File: src/rtl/imem_boot_loader_pkg.sv
// Shared types and stream-format constants for the imem boot loader.
// Optional feature macro: IMEM_LOADER_CHECKSUM_EN (trailing XOR checksum byte).
package imem_boot_loader_pkg;

    localparam int unsigned BYTE_W     = 8;
    localparam int unsigned LEN_BYTES  = 2;
    localparam int unsigned WORD_BYTES = 4;
    localparam int unsigned LEN_W      = LEN_BYTES * BYTE_W;
    localparam int unsigned WORD_W     = WORD_BYTES * BYTE_W;
    localparam int unsigned ADDR_W     = 32;
    localparam int unsigned CNT_W      = $clog2(WORD_BYTES);

    typedef enum logic [2:0] {
        ST_LEN_HI = 3'd0,
        ST_LEN_LO = 3'd1,
        ST_WORD   = 3'd2,
        ST_CSUM   = 3'd3,
        ST_DONE   = 3'd4,
        ST_ERR    = 3'd5
    } state_t;

endpackage

File: src/rtl/imem_boot_loader_if.sv
// Byte-stream input and imem write port of the boot loader.
interface imem_boot_loader_if;

    logic [imem_boot_loader_pkg::BYTE_W-1:0] InByte;
    logic                                    InValid;
    logic                                    InReady;
    logic                                    ImemWrite;
    logic [imem_boot_loader_pkg::ADDR_W-1:0] ImemAddr;
    logic [imem_boot_loader_pkg::WORD_W-1:0] ImemWData;

    // Host side: sources bytes, observes the imem write port.
    modport master (
        output InByte, InValid,
        input  InReady, ImemWrite, ImemAddr, ImemWData
    );

    // Loader side.
    modport slave (
        input  InByte, InValid,
        output InReady, ImemWrite, ImemAddr, ImemWData
    );

endinterface

File: src/rtl/imem_boot_loader_byte_word_packer.sv
// Shifts accepted bytes (MSB first) into a word and flags the fourth byte.
module imem_boot_loader_byte_word_packer
    import imem_boot_loader_pkg::*;
(
    input  logic              Clk,
    input  logic              Reset,
    input  logic              shift_en,
    input  logic [BYTE_W-1:0] in_byte,
    output logic [WORD_W-1:0] word_c,
    output logic              word_ready_c
);

    logic [WORD_W-BYTE_W-1:0] shift_q;
    logic [CNT_W-1:0]         cnt_q;

    // Word as it will look once the incoming byte lands.
    assign word_c       = {shift_q, in_byte};
    assign word_ready_c = shift_en && (cnt_q == CNT_W'(WORD_BYTES - 1));

    // Byte shift register and 0..3 byte counter; counter wraps on the last byte.
    always_ff @(posedge Clk) begin
        if (Reset) begin
            shift_q <= '0;
            cnt_q   <= '0;
        end else if (shift_en) begin
            shift_q <= word_c[WORD_W-BYTE_W-1:0];
            cnt_q   <= cnt_q + CNT_W'(1);
        end
    end

endmodule

File: src/rtl/imem_boot_loader.sv
// Boot loader: length-prefixed byte stream -> imem words; holds the CPU in reset until loaded.
// Optional feature macro: IMEM_LOADER_CHECKSUM_EN adds a trailing XOR checksum byte.
module imem_boot_loader
    import imem_boot_loader_pkg::*;
#(
    parameter logic [ADDR_W-1:0] BASE_ADDR = 32'h0000_0000,
    parameter int unsigned       MAX_WORDS = 1024
) (
    input  logic                 Clk,
    input  logic                 Reset,
    imem_boot_loader_if.slave    bus,
    output logic                 CpuReset,
    output logic                 LoadDone,
    output logic                 LoadError
);

`ifdef IMEM_LOADER_CHECKSUM_EN
    localparam state_t ST_POST = ST_CSUM;
`else
    localparam state_t ST_POST = ST_DONE;
`endif

    state_t              state_q, state_d;
    logic [BYTE_W-1:0]   len_hi_q, len_hi_d;
    logic [LEN_W-1:0]    word_cnt_q, word_cnt_d;
    logic [LEN_W-1:0]    word_idx_q, word_idx_d;
`ifdef IMEM_LOADER_CHECKSUM_EN
    logic [BYTE_W-1:0]   csum_q, csum_d;
`endif

    logic                in_ready_q, in_ready_d;
    logic                wr_q, wr_d;
    logic [ADDR_W-1:0]   addr_q, addr_d;
    logic [WORD_W-1:0]   wdata_q, wdata_d;
    logic                cpu_rst_q, cpu_rst_d;
    logic                done_q, done_d;
    logic                err_q, err_d;

    logic                accept;
    logic [LEN_W-1:0]    len_word;
    logic [WORD_W-1:0]   word_c;
    logic                word_ready_c;

    assign accept   = bus.InValid && in_ready_q;
    assign len_word = {len_hi_q, bus.InByte};

    imem_boot_loader_byte_word_packer u_packer (
        .Clk          (Clk),
        .Reset        (Reset),
        .shift_en     (accept && (state_q == ST_WORD)),
        .in_byte      (bus.InByte),
        .word_c       (word_c),
        .word_ready_c (word_ready_c)
    );

    // Next-state, datapath and output decode.
    always_comb begin
        state_d    = state_q;
        len_hi_d   = len_hi_q;
        word_cnt_d = word_cnt_q;
        word_idx_d = word_idx_q;
`ifdef IMEM_LOADER_CHECKSUM_EN
        csum_d     = accept ? (csum_q ^ bus.InByte) : csum_q;
`endif
        wr_d       = 1'b0;
        addr_d     = addr_q;
        wdata_d    = wdata_q;

        case (state_q)
            ST_LEN_HI: begin
                if (accept) begin
                    len_hi_d = bus.InByte;
                    state_d  = ST_LEN_LO;
                end
            end
            ST_LEN_LO: begin
                if (accept) begin
                    word_cnt_d = len_word;
                    word_idx_d = '0;
                    if (32'(len_word) > MAX_WORDS) begin
                        state_d = ST_ERR;
                    end else if (len_word == '0) begin
                        state_d = ST_POST;
                    end else begin
                        state_d = ST_WORD;
                    end
                end
            end
            ST_WORD: begin
                if (word_ready_c) begin
                    wr_d       = 1'b1;
                    wdata_d    = word_c;
                    addr_d     = BASE_ADDR + ADDR_W'(word_idx_q) * ADDR_W'(WORD_BYTES);
                    word_idx_d = word_idx_q + LEN_W'(1);
                    if (word_idx_q == word_cnt_q - LEN_W'(1)) begin
                        state_d = ST_POST;
                    end
                end
            end
`ifdef IMEM_LOADER_CHECKSUM_EN
            ST_CSUM: begin
                if (accept) begin
                    state_d = (bus.InByte == csum_q) ? ST_DONE : ST_ERR;
                end
            end
`endif
            ST_DONE: state_d = ST_DONE;
            ST_ERR:  state_d = ST_ERR;
            default: state_d = ST_LEN_HI;
        endcase

        in_ready_d = (state_d == ST_LEN_HI) || (state_d == ST_LEN_LO) ||
                     (state_d == ST_WORD)   || (state_d == ST_CSUM);
        done_d     = (state_q == ST_DONE);
        err_d      = (state_q == ST_ERR);
        cpu_rst_d  = !done_d;
    end

    // State, counters and registered outputs; Reset drops any pending write strobe.
    always_ff @(posedge Clk) begin
        if (Reset) begin
            state_q    <= ST_LEN_HI;
            len_hi_q   <= '0;
            word_cnt_q <= '0;
            word_idx_q <= '0;
`ifdef IMEM_LOADER_CHECKSUM_EN
            csum_q     <= '0;
`endif
            in_ready_q <= 1'b0;
            wr_q       <= 1'b0;
            addr_q     <= BASE_ADDR;
            wdata_q    <= '0;
            cpu_rst_q  <= 1'b1;
            done_q     <= 1'b0;
            err_q      <= 1'b0;
        end else begin
            state_q    <= state_d;
            len_hi_q   <= len_hi_d;
            word_cnt_q <= word_cnt_d;
            word_idx_q <= word_idx_d;
`ifdef IMEM_LOADER_CHECKSUM_EN
            csum_q     <= csum_d;
`endif
            in_ready_q <= in_ready_d;
            wr_q       <= wr_d;
            addr_q     <= addr_d;
            wdata_q    <= wdata_d;
            cpu_rst_q  <= cpu_rst_d;
            done_q     <= done_d;
            err_q      <= err_d;
        end
    end

    assign bus.InReady   = in_ready_q;
    assign bus.ImemWrite = wr_q;
    assign bus.ImemAddr  = addr_q;
    assign bus.ImemWData = wdata_q;
    assign CpuReset      = cpu_rst_q;
    assign LoadDone      = done_q;
    assign LoadError     = err_q;

endmodule

File: src/flat_wrapper.sv
// flat-port wrapper written by rule: the top's interface ports become plain ports
module imem_boot_loader_flat import imem_boot_loader_pkg::*;
#(
    parameter logic [ADDR_W-1:0] BASE_ADDR = 32'h0000_0000,
    parameter int unsigned       MAX_WORDS = 1024
)
  (Clk, Reset, CpuReset, LoadDone, LoadError, bus_InByte, bus_InValid, bus_InReady, bus_ImemWrite, bus_ImemAddr, bus_ImemWData);
  imem_boot_loader_if bus_i ();
  input  logic Clk;
  input  logic Reset;
  output logic CpuReset;
  output logic LoadDone;
  output logic LoadError;
  input wire logic [$bits(bus_i.InByte)-1:0] bus_InByte;
  input wire logic [$bits(bus_i.InValid)-1:0] bus_InValid;
  output wire logic [$bits(bus_i.InReady)-1:0] bus_InReady;
  output wire logic [$bits(bus_i.ImemWrite)-1:0] bus_ImemWrite;
  output wire logic [$bits(bus_i.ImemAddr)-1:0] bus_ImemAddr;
  output wire logic [$bits(bus_i.ImemWData)-1:0] bus_ImemWData;
  assign bus_i.InByte = bus_InByte;
  assign bus_i.InValid = bus_InValid;
  assign bus_InReady = bus_i.InReady;
  assign bus_ImemWrite = bus_i.ImemWrite;
  assign bus_ImemAddr = bus_i.ImemAddr;
  assign bus_ImemWData = bus_i.ImemWData;
  imem_boot_loader #(.BASE_ADDR(BASE_ADDR), .MAX_WORDS(MAX_WORDS)) u_core (.Clk(Clk), .Reset(Reset), .bus(bus_i), .CpuReset(CpuReset), .LoadDone(LoadDone), .LoadError(LoadError));
endmodule
File: config.mk
export PLATFORM = sky130hd
export DESIGN_NAME = imem_boot_loader_flat
export DESIGN_NICKNAME = d
export VERILOG_FILES = /design/src/rtl/imem_boot_loader_pkg.sv /design/src/rtl/imem_boot_loader_if.sv /design/src/rtl/imem_boot_loader_byte_word_packer.sv /design/src/rtl/imem_boot_loader.sv /design/src/flat_wrapper.sv
export SDC_FILE = /design/constraint.sdc
export NUM_CORES = 1
export LEC_CHECK = 0
export ABC_AREA = 1
export CAP_MARGIN = 25
export CORE_UTILIZATION = 59
export CTS_BUF_LIST = sky130_fd_sc_hd__clkbuf_16
export CTS_CLUSTER_DIAMETER = 50
export DETAILED_ROUTE_END_ITERATION = 8
export PLACE_DENSITY = 0.86
export RECOVER_POWER = 50
export SLEW_MARGIN = 10
export SYNTH_ARGS = -nofsm -noshare
export SYNTH_HDL_FRONTEND = slang
export SYNTH_HIERARCHICAL = 1
export SYNTH_SLANG_ARGS = --single-unit
File: constraint.sdc
create_clock -name Clk -period 3.6 [get_ports Clk]
set_input_delay 0.36 -clock Clk [delete_from_list [all_inputs] [get_ports Clk]]
set_output_delay 0.36 -clock Clk [all_outputs]
set_load 0.02 [all_outputs]
==> results.yml <==
status:
  status: "complete, but fails checks"
  violations: "max-capacitance violations, max-slew violations"
detailed_routing:
  vias: 5080
  wire_per_inst_um: 14.07
  via_per_inst: 5.353
  ant_nets: 0
  wl_um: 13360
  firstDrtPassIters: 5
  remaining_drc_errors: 0
  drt_iter0_drc: 355
clocking:
  tritoncts: "built"
  cts-root-buf: "clkbuf_16"
  numClockSinks: 122
  ctsHoldBuffers: 0
  clk_path_buf_depth: 2
  clkTransAtPathRegs_ns: 0.06
  h-tree-depth: 4
  cts_made_buffers: 17
  clk_latency_ns: 0.41
  post_cts_resized: 0
  cts_setup_buffers: 0
sta:
  fin_crit_sh_pct: 77.41
  clock_skew_ns: 0.007381
  tightest_slew_ns: 2.004
  rsz0062_at_grt: "no"
  period_needed_ns: 2.787
  finalSetupViolations: 0
  setup_tns_ns: 0
  finalMaxSlewViolations: 53
  final-hold-violation-count: 0
  max_freq_mhz: 358.9
  relSlewSlack_pct: -33.58
grt:
  top_usage_layer: "met2"
  gr-usage-met3_pct: 6.099
  grt_pass1_wl_um: 22740
  grt_max_degree: 62
  grt_pass1_vias: 4999
  globalRouteMet2Util_pct: 50.83
  grt_util_met1_pct: 33.51
  gr-usage-all-layers_pct: 29.28
  gr-total-overflow: 0
  antenna_found_initial: 0
yosys:
  synth_largest_area_cell: "dfxtp_1"
  synth-edff-count: 0
  ys_async_sr_fraction_pct: 0
  yosysWarnings: 6
  seq_area_frac_synth_pct: 44.01
  synth_cell_types: 35
  synth_area_leaders: "dfxtp_1 44%, nor2_1 11%, nand2_1 9.2%, o21ai_0 6.9%, inv_1 5.2%"
  avgSynthCellArea_um2: 7.105
  synth-seq-cells: 122
  yosys_most_used_dff: "dfxtp_1"
  syn_inst: 781
  yosysTopAreaCellShare_pct: 44.01
  synth_area_um2: 5549
worst_hold_path:
  hold_path_class: "reg2reg"
setup_path:
  cp_slowest_cell: "clkbuf_1"
  crit_top_cell: "nand2_1"
  start_kind: "flip-flop"
  crit_fanout: 52
  arrival_ns: 3.07
  crit_chain: "nor2_4 > nand2_4 > nor2_1 > clkbuf_1 > nand2_1 > nand2_1 > nor2_2"
  crit_required_ns: 3.89
  crit_path_end_kind: "flip-flop"
  crit_type: "reg2reg"
  cp_slowest_stage_delay_ns: 1.46
  crit_family: "buffers and inverters"
  critPathBufInv: 1
floorplanning:
  ioPinCount: 80
  start_util_pct: 60.34
  core_um2: 9196
  die_area_um2: 9797
  die_h_um: 98.98
  row_count: 35
  dieWidth_um: 98.98
layout:
  final_common_cell: "nor2_1"
  layout_common_cells: "161 x nor2_1, 136 x nand2_1, 122 x dfxtp_1, 78 x inv_1, 77 x o21ai_0"
  final_nets: 839
  area_growth_pct: 18.87
  fillers: 688
  seq_area_um2: 2442
  diodes: 0
  final_util_pct: 71.73
  drive_gt1_share_pct: 7.876
  multiInputGateArea_um2: 2469
power:
  p_leak_nw: 3.105
  power.density_nw_per_um2: 484.0
  ir_drop_mv: 0.3395
placement:
  dp_hpwl_um: 8726
  portBuffers: 63
  gp_congestion: 0.9501
job:
  drv_cap: 1
==> stage by stage <==
stage	std cells	area, um^2	worst slack (ns)	total power, mW	hold slack, ns
2_1_floorplan	796	5605	1.346	1.608	0.4440
3_3_place_gp	917	6056	0.8818	1.636	0.4606
3_5_place_dp	917	6056	0.7776	1.646	0.4647
4_1_cts	949	6611	1.164	3.199	0.4736
5_1_grt	949	6596	0.5221	3.306	0.5113
6_report	949	6596	0.8134	3.193	0.4722
==> cells in the mapped netlist (4+ instances only) <==
cell / n
dfxtp_1: 122
nor2_2: 10
inv_2: 8
xnor2_1: 6
clkbuf_1: 21
nor2_4: 4
nor2_1: 161
buf_4: 26
nor3_1: 8
o21ai_1: 4
xor2_1: 8
nand2_1: 136
a21oi_1: 53
buf_6: 6
nand4_1: 6
inv_1: 77
nand3_1: 16
o21ai_0: 77
==> logic make-up after synthesis <==
logic type / Yosys count / synth area share (%)
flip-flops: 122 / 44.01
AND/OR/NAND/NOR: 357 / 27.94
other: 1 / 0.06758
AO/OA/AOI/OAI: 138 / 12.58
buffers and inverters: 146 / 12.51
adder cells (fa/ha/maj): 3 / 0.6765
XOR/XNOR: 14 / 2.210
==> per-layer routing <==
| layer | part of all wire (%) | routed length (um) |
|---|---|---|
| met5 | 0 | 0 |
| met4 | 3.4 | 456 |
| met3 | 5.1 | 681 |
| met2 | 51 | 6839 |
| met1 | 40 | 5378 |
==> worst paths after layout <==
path              cells past startpoint                   startpoint  slack (ns)                           to
setup reg to reg                      7            u_core/state_q[0]        0.81  u_core/u_packer/shift_q[12]
hold reg to reg                       2  u_core/u_packer/shift_q[16]        0.47  u_core/u_packer/shift_q[16]
hold / removal                        2  u_core/u_packer/shift_q[16]        0.47  u_core/u_packer/shift_q[16]
setup / recovery                      7            u_core/state_q[0]        0.81  u_core/u_packer/shift_q[12]
==> sequential cells by signal, summed over array words and instances (netlist names) <==
register,cells
u_core/bus.ImemWData,32
u_core/word_idx_q,16
u_core/word_cnt_q,16
u_core/LoadDone,1
u_core/u_packer/cnt_q,2
u_core/u_packer/shift_q,24
u_core/bus.ImemAddr,16
u_core/CpuReset,1
u_core/LoadError,1
u_core/state_q,3
u_core/bus.ImemWrite,1
u_core/len_hi_q,8
u_core/bus.InReady,1
==> cell type report <==
class	count	area share [%]
multi-input combinational	528	37.42
clock buffer	17	6.449
inverter	88	5.008
tap	111	2.105
clock inverter	15	1.973
timing repair buffer	68	10.02
sequential	122	37.03
==> tightest hold or removal path, delay by kind of cell, from the launching register on <==
kind	cells	cell delay [ns]
flops	1	0.31
simple gates	2	0.13
==> report_power, final <==
group / switching, mW / internal (mW) / total, mW
logic: 0.160 / 0.0771 / 0.237
registers: 0.0169 / 1.37 / 1.39
clock network: 0.623 / 0.946 / 1.57
total: 0.800 / 2.39 / 3.19
Power figures use the tool's default switching activity.
